**config.mk**
```make
export PLATFORM = sky130hd
export DESIGN_NAME = ibex_rvfi_trace_buffer
export DESIGN_NICKNAME = d
export VERILOG_FILES = /design/src/rtl/ibex_pkg.sv /design/src/rtl/ibex_trace_fifo.sv /design/src/rtl/ibex_rvfi_trace_buffer.sv
export SDC_FILE = /design/constraint.sdc
export NUM_CORES = 1
export LEC_CHECK = 0
export ABC_AREA = 1
export BUFFER_PORTS_ARGS = -buffer_cell sky130_fd_sc_hd__buf_2
export CAP_MARGIN = 20
export CORE_UTILIZATION = 40
export DETAILED_ROUTE_END_ITERATION = 8
export PLACE_DENSITY = 0.54
export SYNTH_ARGS = -nofsm -noshare
export SYNTH_HDL_FRONTEND = slang
export SYNTH_HIERARCHICAL = 1
export SYNTH_SLANG_ARGS = --single-unit
```
**constraint.sdc**
```tcl
create_clock -name clk_i -period 8.7 [get_ports clk_i]
set_input_delay 0.435 -clock clk_i [delete_from_list [all_inputs] [get_ports clk_i]]
set_output_delay 0.435 -clock clk_i [all_outputs]
set_load 0.02 [all_outputs]
```
**src/rtl/ibex_pkg.sv**
```systemverilog
// Shared types for the RVFI trace buffer: capture FSM encoding and the
// packed retirement record stored in the trace FIFO.
package ibex_pkg;

    typedef enum logic [1:0] {
        TRACE_IDLE      = 2'd0,
        TRACE_WAIT_TRIG = 2'd1,
        TRACE_CAPTURE   = 2'd2,
        TRACE_DONE      = 2'd3
    } trace_state_e;

    // 32 + 32 + 32 + 5 + 1 + 1 + 2 = 105 bits
    typedef struct packed {
        logic [31:0] pc;
        logic [31:0] insn;
        logic [31:0] rd_wdata;
        logic [4:0]  rd_addr;
        logic        trap;
        logic        intr;
        logic [1:0]  mode;
    } trace_rec_t;

    localparam int unsigned TRACE_REC_W = $bits(trace_rec_t);

endpackage

```
**src/rtl/ibex_trace_fifo.sv**
```systemverilog
// Generic synchronous FIFO with one-cycle write-to-read latency. A push while
// full is still accepted when a pop happens in the same cycle.
module ibex_trace_fifo #(
    parameter int unsigned Width = 8,
    parameter int unsigned Depth = 16,
    localparam int unsigned PtrW = $clog2(Depth),
    localparam int unsigned CntW = $clog2(Depth + 1)
) (
    input  logic             clk_i,
    input  logic             rst_i,
    input  logic             push_i,
    input  logic [Width-1:0] wdata_i,
    input  logic             pop_i,
    output logic [Width-1:0] rdata_o,
    output logic             valid_o,
    output logic             full_o,
    output logic [CntW-1:0]  level_o
);

    logic [Width-1:0] mem [Depth];
    logic [PtrW-1:0]  wptr_q, rptr_q;
    logic [CntW-1:0]  cnt_q;
    logic             push_acc, pop_acc;

    assign valid_o  = (cnt_q != '0);
    assign full_o   = (cnt_q == CntW'(Depth));
    assign pop_acc  = pop_i & valid_o;
    assign push_acc = push_i & (~full_o | pop_acc);
    assign level_o  = cnt_q;
    // Output is forced to zero when empty so reset leaves all record fields clear.
    assign rdata_o  = valid_o ? mem[rptr_q] : '0;

    always_ff @(posedge clk_i) begin
        if (push_acc) begin
            mem[wptr_q] <= wdata_i;
        end
    end

    // Pointers are power-of-two wide, so increment wraps modulo Depth.
    always_ff @(posedge clk_i) begin
        if (rst_i) begin
            wptr_q <= '0;
            rptr_q <= '0;
            cnt_q  <= '0;
        end else begin
            if (push_acc) wptr_q <= wptr_q + 1'b1;
            if (pop_acc)  rptr_q <= rptr_q + 1'b1;
            case ({push_acc, pop_acc})
                2'b10:   cnt_q <= cnt_q + 1'b1;
                2'b01:   cnt_q <= cnt_q - 1'b1;
                default: cnt_q <= cnt_q;
            endcase
        end
    end

endmodule

```
**src/rtl/ibex_rvfi_trace_buffer.sv**
```systemverilog
// RVFI retirement trace buffer: PC-triggered capture session, privilege-mode
// filter, record FIFO and a saturating counter of records lost to a full buffer.
module ibex_rvfi_trace_buffer
    import ibex_pkg::*;
#(
    parameter int unsigned Depth        = 16,
    parameter int unsigned DropCntWidth = 16,
    parameter bit          TriggerEn    = 1'b1
) (
    input  logic                         clk_i,
    input  logic                         rst_i,
    input  logic                         arm_i,
    input  logic                         stop_i,
    input  logic [31:0]                  trig_pc_i,
    input  logic [3:0]                   mode_mask_i,
    input  logic                         rvfi_valid,
    input  logic                         rvfi_trap,
    input  logic                         rvfi_intr,
    input  logic [1:0]                   rvfi_mode,
    input  logic [31:0]                  rvfi_pc_rdata,
    input  logic [31:0]                  rvfi_insn,
    input  logic [31:0]                  rvfi_rd_wdata,
    input  logic [4:0]                   rvfi_rd_addr,
    output logic                         rec_valid_o,
    input  logic                         rec_ready_i,
    output logic [31:0]                  rec_pc_o,
    output logic [31:0]                  rec_insn_o,
    output logic [31:0]                  rec_rd_wdata_o,
    output logic [4:0]                   rec_rd_addr_o,
    output logic [3:0]                   rec_flags_o,
    output logic [1:0]                   state_o,
    output logic [$clog2(Depth+1)-1:0]   level_o,
    output logic [DropCntWidth-1:0]      drop_cnt_o
);

    trace_state_e            state_q, state_d;
    logic                    trig_hit, capture_cand, arm_acc;
    logic                    push, pop, fifo_full, drop;
    trace_rec_t              rec_in, rec_out;
    logic [DropCntWidth-1:0] drop_cnt_q;

    assign trig_hit = rvfi_valid & (rvfi_pc_rdata == trig_pc_i);

    always_ff @(posedge clk_i) begin
        if (rst_i) state_q <= TRACE_IDLE;
        else       state_q <= state_d;
    end

    // stop_i takes priority over arm_i in every state.
    always_comb begin
        state_d = state_q;
        case (state_q)
            TRACE_IDLE, TRACE_DONE: begin
                if (arm_i && !stop_i) state_d = TriggerEn ? TRACE_WAIT_TRIG : TRACE_CAPTURE;
            end
            TRACE_WAIT_TRIG: begin
                if (stop_i)        state_d = TRACE_DONE;
                else if (trig_hit) state_d = TRACE_CAPTURE;
            end
            TRACE_CAPTURE: begin
                if (stop_i) state_d = TRACE_DONE;
            end
            default: state_d = TRACE_IDLE;
        endcase
    end

    // The triggering retirement is itself captured.
    always_comb begin
        capture_cand = 1'b0;
        arm_acc      = 1'b0;
        case (state_q)
            TRACE_IDLE, TRACE_DONE: arm_acc      = arm_i & ~stop_i;
            TRACE_WAIT_TRIG:        capture_cand = trig_hit;
            TRACE_CAPTURE:          capture_cand = 1'b1;
            default: ;
        endcase
    end

    assign state_o = state_q;

    assign push = capture_cand & rvfi_valid & mode_mask_i[rvfi_mode] & ~rst_i;
    // Record handshake: a record moves when rec_valid_o && rec_ready_i at a rising
    // edge; rec_* hold while rec_valid_o is high and rec_ready_i is low.
    assign pop  = rec_valid_o & rec_ready_i;
    assign drop = push & fifo_full & ~pop;

    assign rec_in = '{pc:       rvfi_pc_rdata,
                      insn:     rvfi_insn,
                      rd_wdata: rvfi_rd_wdata,
                      rd_addr:  rvfi_rd_addr,
                      trap:     rvfi_trap,
                      intr:     rvfi_intr,
                      mode:     rvfi_mode};

    ibex_trace_fifo #(
        .Width (TRACE_REC_W),
        .Depth (Depth)
    ) u_fifo (
        .clk_i   (clk_i),
        .rst_i   (rst_i),
        .push_i  (push),
        .wdata_i (rec_in),
        .pop_i   (pop),
        .rdata_o (rec_out),
        .valid_o (rec_valid_o),
        .full_o  (fifo_full),
        .level_o (level_o)
    );

    always_ff @(posedge clk_i) begin
        if (rst_i || arm_acc)              drop_cnt_q <= '0;
        else if (drop && drop_cnt_q != '1) drop_cnt_q <= drop_cnt_q + 1'b1;
    end

    assign drop_cnt_o     = drop_cnt_q;
    assign rec_pc_o       = rec_out.pc;
    assign rec_insn_o     = rec_out.insn;
    assign rec_rd_wdata_o = rec_out.rd_wdata;
    assign rec_rd_addr_o  = rec_out.rd_addr;
    assign rec_flags_o    = {rec_out.trap, rec_out.intr, rec_out.mode};

endmodule

```
# Word-level counts from Yosys, hierarchy flattened
# Memory sizes are Yosys's and may differ from the RTL's. A register that Yosys moved wholly into a read port is not among the register bits.
# Cells that the tools add are included.
word_totals:
  register_bits: 31
  ramBits: 1680
  out_inout_bits: 129
  wordCells: 62
  mem_count: 1
mem_list:
  columns: ["name", "depth", "width", "read_ports", "rd_ports_with_merged_regs", "wr", "line_no", "text"]
  rows:
  - ["u_fifo.mem", 16, 105, 1, 1, 1, "ibex_trace_fifo.sv:20", "logic [Width-1:0] mem [Depth];"]
classes:
  add_sub_neg: 5
  n_lt_le_gt_ge: 1
  eq_ne: 11
  n_mux: 15
  bitwise_logic: 15
  reduce_logical: 9
op_table:
  columns: ["cell", "n"]
  rows:
  - ["two-way mux 105 bit", 1]
  - ["equality test 32 bit", 1]
  - ["adder 16 x 1 -> 16 bit (second input constant)", 1]
  - ["inequality test 16 bit (second input constant)", 1]
  - ["AND 1 bit", 10]
  - ["case mux 5 bit (2 select lines)", 1]
  - ["adder 4 x 1 -> 4 bit (second input constant)", 2]
  - ["two-way mux 2 bit", 4]
  - ["two-way mux 4 bit", 2]
  - ["equality test 2 bit (second input constant)", 3]
  - ["case mux 2 bit (3 select lines)", 1]
  - ["adder 5 x 1 -> 5 bit (second input constant)", 1]
  - ["equality test 5 bit (second input constant)", 1]
  - ["nonzero test 5 bit", 1]
  - ["subtractor 5 x 1 -> 5 bit (second input constant)", 1]
  - ["equality test 2 x 1 -> 1 bit (second input constant)", 2]
  - ["two-way mux 1 bit", 4]
  - ["inequality test 2 bit (second input constant)", 2]
  - ["inverter 1 bit", 4]
  - ["less-than comparator 2 x 3 -> 1 bit (second input constant)", 1]
  - ["inequality test 3 bit (second input constant)", 1]
  - ["AND reduction 3 bit", 1]
  - ["binary-select mux 1 bit (select 2 bit)", 1]
  - ["logical AND 1 bit", 2]
  - ["other kinds (7)", 7]

# Longest topological paths before layout
# Gate-level depths: netlist (run 1).
depth:
  ltp_word: 9
  mapped_depth: 22
  depth_no_buf: 22

# Cells and area by module
# The synthesis (run 1) kept the hierarchy.
modules_own_cells:
  columns: ["mod", "n_inst", "cells_per_inst", "area_per_inst_um2", "seq_area_each_um2"]
  rows:
  - ["ibex_trace_fifo", 1, 5006, 66744.0, 50788.7]
  - ["ibex_rvfi_trace_buffer", 1, 393, 2049.5, 360.3]

# Worst setup path before layout (run 1)
# No wires, ideal clock.
synth_timing:
  kind: "register to register"
  start: "register state_q[0], in the netlist state_o[0]"
  end: "memory u_fifo/mem[11][0] in the netlist's numbering, enable pin"
  arrival_ps: 6511
  setup_slack_ps: 1619
  path_stages_with_launch: 12
  period_less_slack_ps: 7081
  path_cell_list: "dfxtp_1 inv_1 ha_1 nor2_1 nand3_1 a31oi_2 inv_1 a21oi_1 o21ai_0 inv_1 nand2_1 nor2_1"
synth_via:
  elab_chain_len: 8
synth_lines:
  columns: ["item", "line_no", "text"]
  rows:
  - ["start, declared", "ibex_rvfi_trace_buffer.sv:36", "trace_state_e state_q, state_d;"]
  - ["start signal, assigned", "ibex_rvfi_trace_buffer.sv:46", "else state_q <= state_d;"]
  - ["equality test 2 bit / equality test 2 x 1 -> 1 bit (equally long branches)", "ibex_rvfi_trace_buffer.sv:71", "case (state_q)"]
  - ["case mux 1 bit (2 select lines) *", "ibex_rvfi_trace_buffer.sv:71", null]
  - ["AND 1 bit * (3 in a row)", "ibex_rvfi_trace_buffer.sv:81", "assign push = capture_cand & rvfi_valid & mode_mask_i[rvfi_mode] & ~rst_i;"]
  - ["via push", "ibex_rvfi_trace_buffer.sv:38", "logic push, pop, fifo_full, drop;"]
  - ["AND 1 bit *", "ibex_trace_fifo.sv:28", "assign push_acc = push_i & (~full_o | pop_acc);"]
  - ["two-way mux 1 bit *", "ibex_trace_fifo.sv:34", "if (push_acc) begin"]
  - ["two-way mux 1 bit (implied by the code) *", "ibex_trace_fifo.sv:35", "mem[wptr_q] <= wdata_i;"]
  - ["end, declared", "ibex_trace_fifo.sv:20", null]
# The timed path passes the listed nets; every way through them passes the cells marked *.

# Worst setup path after layout (run 1)
layout_timing:
  start: "register state_q[0], in the netlist state_o[0]"
  end: "memory u_fifo/mem[2][52] in the netlist's numbering, enable pin"
# Same word-level chain as after synthesis.

==> flow_summary.yaml, run 1 <==
critical_path:
  critPathMaxFanout: 44
  worstSetupStartpointType: "flop"
  crit_required_ns: 9.11
  timing.reg2reg.setup_slack_ns: 3.50
  slowest_delay_ns: 0.84
  crit_chain: "inv_1 > ha_1 > nor2_1 > nand3_1 > a31oi_2 > inv_1 > a21oi_1 > o21ai_0 > inv_1 > nand2_1 > nor2_4 > buf_4"
  path_buf_inv: 4
  cp.depth: 12
  crit_slowest_cell: "buf_4"
  worstPathArrival_ns: 5.60
  reg2regPathDepth: 12
  end_kind: "flop"
  crit_family: "compound AO/OA/AOI/OAI gates"
  criticalPathCategory: "flop to flop"
  cpMostUsedCell: "inv_1"
logic_synthesis:
  syn-num-nets: 5558
  yosysSeqAreaShare_pct: 74.35
  yosysTopAreaCellShare_pct: 73.33
  ys_ff_latch: 1715
  syn_area_per_cell_sq_um: 12.74
  synth_warnings: 6
  synth_largest_area_cell: "edfxtp_1"
  syn_inst: 5399
  synth_area_leaders: "edfxtp_1, nor2_1, o21ai_0"
  synthDistinctLibCells: 32
  synth_area_sq_um: 68790
floorplanning:
  pin_count: 276
  fp-row-count: 151
  die_w_microns: 416.7
  start_util_pct: 40.46
  core-area_sq_um: 170000
  dieArea_sq_um: 173600
  die_h_microns: 416.7
sta:
  tns_ns: 0
  min_period_ns: 5.196
  maxSlewHeadroom_pct: 15.93
  drv_slew: 0
  setup_viol: 0
  tightest_slew_ns: 1.261
  rsz0062_at_grt: "false"
  timing.fmax_mhz: 192.5
  fin_worst_skew_ns: 0.03003
  final_hold_viol_count: 0
  fin_ws_ns: 3.504
  post-route-period-util_pct: 59.72
clock_network:
  cts_resized: 0
  post_cts_buffers: 0
  insertion_delay_ns: 0.81
  clk_pin_slew_ns: 0.06
  cts_tree: "built"
  cts_buffers: 180
  cts.sinks: 1715
  cts_buffer_depth: 3
  htreeDepth: 4
  cts_root_buffer: "clkbuf_16"
drt:
  routedWlPerCell_microns: 23.03
  drc: 0
  vias_per_cell: 5.443
  firstDrtPassIters: 5
  dr.first_iter.drc_count: 3477
  ant_nets: 0
  drt-total-wl_mm: 184.4
  vias: 43580
grt:
  grt_max_degree: 229
  grt_pass1_vias: 42280
  grt_pass1_wl_mm: 274.8
  antenna_found_initial: 7
  grt_usage_pct: 20.94
  gr-total-overflow: 0
cells_and_area:
  drive_gt1_share_pct: 10.53
  fill_cells: 15260
  finish.instance_area_sq_um: 78510
  seqCellArea_sq_um: 51160
  num-nets-final: 5803
  syn_to_final_growth_pct: 14.12
  multi_input_area_sq_um: 15590
  fin_util_pct: 46.17
worst_hold_path:
  hold_depth: 1
  hp-class: "input port to flop"
power:
  peakVddDrop_mv: 0.1996
  total_power_uw: 16750
  p_leak_uw: 0.02592
  powerDensity_nw_per_um2: 213.4
placement:
  dpl.hpwl_mm: 88.97
  pre_cts_ws_ns: 3.391
  port_buffers: 275
  gp_congestion: 0.7564
  placed_area_sq_um: 72030
outcome:
  outcome: "completed"
flow_run:
  drv_cap: 0
## cell families (layout without fill, tap and decap cells)
| family | Yosys count | after routing | synth area share (%) |
|---|---|---|---|
| AOI/OAI and AO/OA | 1404 | 1404 | 11.76 |
| xor gates and xnor gates | 10 | 10 | 0.1273 |
| DFF | 1715 | 1715 | 74.35 |
| and+or+nand+nor | 1779 | 1779 | 10.37 |
| adders and majority gates | 12 | 12 | 0.2292 |
| other | 0 | 6 | 0 |
| buffers and inverters | 479 | 863 | 3.165 |
## registers in the layout (all words and copies together), names as in the netlist, named ones only
signal	cells
u_fifo/mem	1680
drop_cnt_o	16
u_fifo/level_o	5
u_fifo/rptr_q	4
u_fifo/wptr_q	4
state_o	2
## synthesized netlist by cell type (all sizes together)
master	count
edfxtp	1680
nor2	1350
o21ai	859
o211ai	420
nand3	241
clkbuf	238
nand2	144
buf	126
a21oi	122
inv	113
dfxtp	35
nand4	31
ha	11
xnor2	9
nor3	6
or2	6
clkinv	2
a21boi	1
a31oi	1
fa	1
nor4	1
o21bai	1
xor2	1
## area by class of cell
type                       instances  share of cell area [%]
timing repair buffer             427                   3.801
clock inverter                    97                  0.9196
multi-input combinational       3205                   19.85
sequential                      1715                   65.17
antenna                            6                 0.01912
inverter                         115                  0.5913
clock buffer                     224                   6.110
tap                             2218                   3.535
## worst register-to-register path, delay by kind of cell, from the launching register on
| kind | cells | cell delay (ns) |
|---|---|---|
| AO/OA/AOI/OAI | 3 | 1.54 |
| adder cells (fa/ha/maj) | 1 | 0.32 |
| buffers and inverters | 4 | 1.26 |
| flip-flops | 1 | 0.39 |
| AND/OR/NAND/NOR | 4 | 1.27 |
## report_power, final
| part | leakage, uW | internal [uW] | total, uW | switching [uW] |
|---|---|---|---|---|
| Combinational | 0.00784 | 112 | 408 | 295 |
| Clock | 0.00269 | 4130 | 7270 | 3140 |
| Sequential | 0.0154 | 9070 | 9080 | 6.28 |
| Total | 0.0259 | 13300 | 16800 | 3440 |
## timing repair
item / in CTS / in global routing
endpoints found under the setup margin: 0 / 0
hold buffers: 92 / 0
endpoints found under the hold margin: 1369 / 0
## stage by stage
step                      std cells  hold WS [ns]
after global routing           8003       0.04020
after global placement         7585        0.4632
after floorplan                5399        0.4464
final                          8007       0.05654
after detailed placement       7587        0.4651
after CTS                      8000     0.0008196
## cells in the final DEF (no fill, tap or decap), types with 6 or more instances in the layout
cell,n
clkbuf_16,186
buf_12,17
clkinv_1,50
o21ai_0,646
o211ai_1,420
diode_2,6
nand4_1,25
nor3_1,6
inv_1,109
dfxtp_1,31
nand3_1,240
xnor2_1,9
dlygate4sd3_1,92
buf_4,41
nand2_1,143
ha_1,11
o21ai_1,213
edfxtp_1,1680
clkinv_2,27
or2_2,6
nand4_2,6
clkbuf_1,38
nor2_4,16
nor2_1,1334
bufinv_16,8
buf_2,275
a21oi_1,122
## metal layers
layer / vias up / routed length, microns / global-route usage [%]
li1: 20310 / - / -
met1: 21970 / 83020 / 29.20
met2: 1086 / 89710 / 34.57
met3: 215 / 8360 / 2.868
met4: 0 / 3352 / 5.272
met5: - / 0 / 0
## worst paths after layout
| kind | start | endpoint |
|---|---|---|
| max reg2reg | state_o[0] | u_fifo/mem[2][52] |
| min reg2reg | u_fifo/rptr_q[2] | flop |
| max | state_o[0] | u_fifo/mem[2][52] |
| min | rvfi_pc_rdata[1] | u_fifo/mem[7][74] |
Power figures use the tool's default switching activity.
==> run 2: changes to the inputs <==
--- a/config.mk
+++ b/config.mk
@@ -10,7 +10,7 @@
 export CAP_MARGIN = 20
 export CORE_UTILIZATION = 40
 export DETAILED_ROUTE_END_ITERATION = 8
-export PLACE_DENSITY = 0.54
+export PLACE_DENSITY = 0.56
 export SYNTH_ARGS = -nofsm -noshare
 export SYNTH_HDL_FRONTEND = slang
 export SYNTH_HIERARCHICAL = 1
==> constraint.sdc (replaced) <==
create_clock -name clk_i -period 4.3 [get_ports clk_i]
set_input_delay 0.215 -clock clk_i [delete_from_list [all_inputs] [get_ports clk_i]]
set_output_delay 0.215 -clock clk_i [all_outputs]
set_load 0.02 [all_outputs]
==> flow_summary.yaml, run 2 (synthesis gave the netlist of run 1 again) <==
critical_path:
  critPathMaxFanout: 96
  worstPathArrival_ns: 3.52
  crit_required_ns: 4.09
  reg2regPathDepth: 14
  criticalPathCategory: "flop to output port"
  end_kind: "output port"
  worstSetupStartpointType: "flop"
drt:
  drt-total-wl_mm: 194.0
  routedWlPerCell_microns: 23.84
  dr.first_iter.drc_count: 4133
  firstDrtPassIters: 7
  ant_nets: 0
  drc: 0
  vias_per_cell: 5.513
  vias: 44860
placement:
  dpl.hpwl_mm: 111.9
  placedCellCount: 7702
  port_buffers: 275
  gp_congestion: 0.8016
cells_and_area:
  final_common_cell: "edfxtp_1"
  drive_gt1_share_pct: 12.34
  syn_to_final_growth_pct: 17.36
  largest_reg_flops: 1680
  final_cells: 8137
  mostFrequentLayoutCells: "edfxtp_1, nor2_1, o21ai_0, o211ai_1, buf_2"
  num-nets-final: 5934
  regMostFlops: "u_fifo/mem"
grt:
  busiest_layer: "met2"
  grt_pass1_wl_mm: 287.0
  use_met3_pct: 3.457
  global_route.usage.met2_pct: 35.33
  gr-total-overflow: 0
  grt_max_degree: 132
  antenna_found_initial: 3
  grt_pass1_vias: 43410
  globalRouteMet1Util_pct: 30.73
  grt_usage_pct: 22.04
clock_network:
  cts_tree: "built"
  cts_root_buffer: "clkbuf_16"
  insertion_delay_ns: 0.82
  cts_buffers: 177
  cts_buffer_depth: 3
  cts_resized: 0
  htreeDepth: 4
  cts.sinks: 1715
  post_cts_buffers: 0
  clk_pin_slew_ns: 0.06
sta:
  fin_worst_skew_ns: 0.03481
  tightest_slew_ns: 1.029
  drv_slew: 0
  post-route-period-util_pct: 86.91
  rsz0062_at_grt: "false"
  setup_viol: 0
  whs_ns: 0.1009
  final_hold_viol_count: 0
  timing.fmax_mhz: 267.6
  maxSlewHeadroom_pct: 31.41
  min_period_ns: 3.737
power:
  peakVddDrop_mv: 0.4578
  powerDensity_nw_per_um2: 425.5
  p_leak_uw: 0.02692
floorplanning:
  start_util_pct: 40.46
  dieArea_sq_um: 173600
  die_w_microns: 416.7
  core-area_sq_um: 170000
  die_h_microns: 416.7
  fp-row-count: 151
  pin_count: 276
outcome:
  outcome: "completed"
worst_hold_path:
  hp-class: "input port to flop"
  hold_depth: 7
flow_run:
  drv_cap: 0
run 2: area by class of cell:
| type | instances | area, sq um |
|---|---|---|
| antenna | 2 | 5.005 |
| clock buffer | 224 | 4733 |
| clock inverter | 97 | 904.6 |
| fill | 15140 | 89300 |
| inverter | 115 | 464.2 |
| multi-input combinational | 3205 | 15590 |
| sequential | 1715 | 51160 |
| tap | 2218 | 2775 |
| timing repair buffer | 561 | 5105 |
run 2: final timing paths:
path | start | to | slack (ns)
hold reg to reg | u_fifo/rptr_q[2] | flop | 0.48
setup reg to reg | state_o[0] | u_fifo/mem[14][50] | 0.87
setup / recovery | flop | rec_pc_o[4] | 0.56
hold / removal | mode_mask_i[0] | drop_cnt_o[6] | 0.10
run 2: timing repair:
action,in CTS,in global routing
endpoints found under the setup margin,0,0
endpoints found under the hold margin,1693,0
hold buffers,112,0
run 2: worst max-delay path: stages (launching register included):
cell and delay [ns]:
dfxtp_4 0.63, buf_12 0.40, buf_12 0.31, nor2_1 0.09, nor2_1 0.09, o21ai_0 0.14, o211ai_1 0.12, nand3_1 0.11
a21oi_1 0.38, buf_2 0.25
run 2: per-layer routing:
metal | up-vias | routed length [microns]
met5 | - | 0
met1 | 22540 | 85060
li1 | 20560 | -
met2 | 1472 | 92000
met3 | 284 | 11290
met4 | 0 | 5610
run 2: through the flow:
step | instance area (sq um) | utilization, % | setup WS (ns) | power (uW) | TNS, ns
after global placement | 73970 | 43.50 | 0.6198 | 19560 | 0
after floorplan | 68830 | - | -1.057 | 19030 | -1754.16
after CTS | 80730 | 47.48 | 0.4634 | 34630 | 0
final | 80740 | 47.48 | 0.5630 | 34360 | 0
after detailed placement | 73970 | 43.50 | 0.6943 | 19570 | 0
after global routing | 80730 | 47.48 | 0.3491 | 35330 | 0
run 2: where the power goes:
group | switching, uW | internal, uW | leakage [uW]
combinational | 670 | 262 | 0.00880
sequential | 12.3 | 18400 | 0.0154
clock | 6440 | 8620 | 0.00274
total | 7130 | 27200 | 0.0269
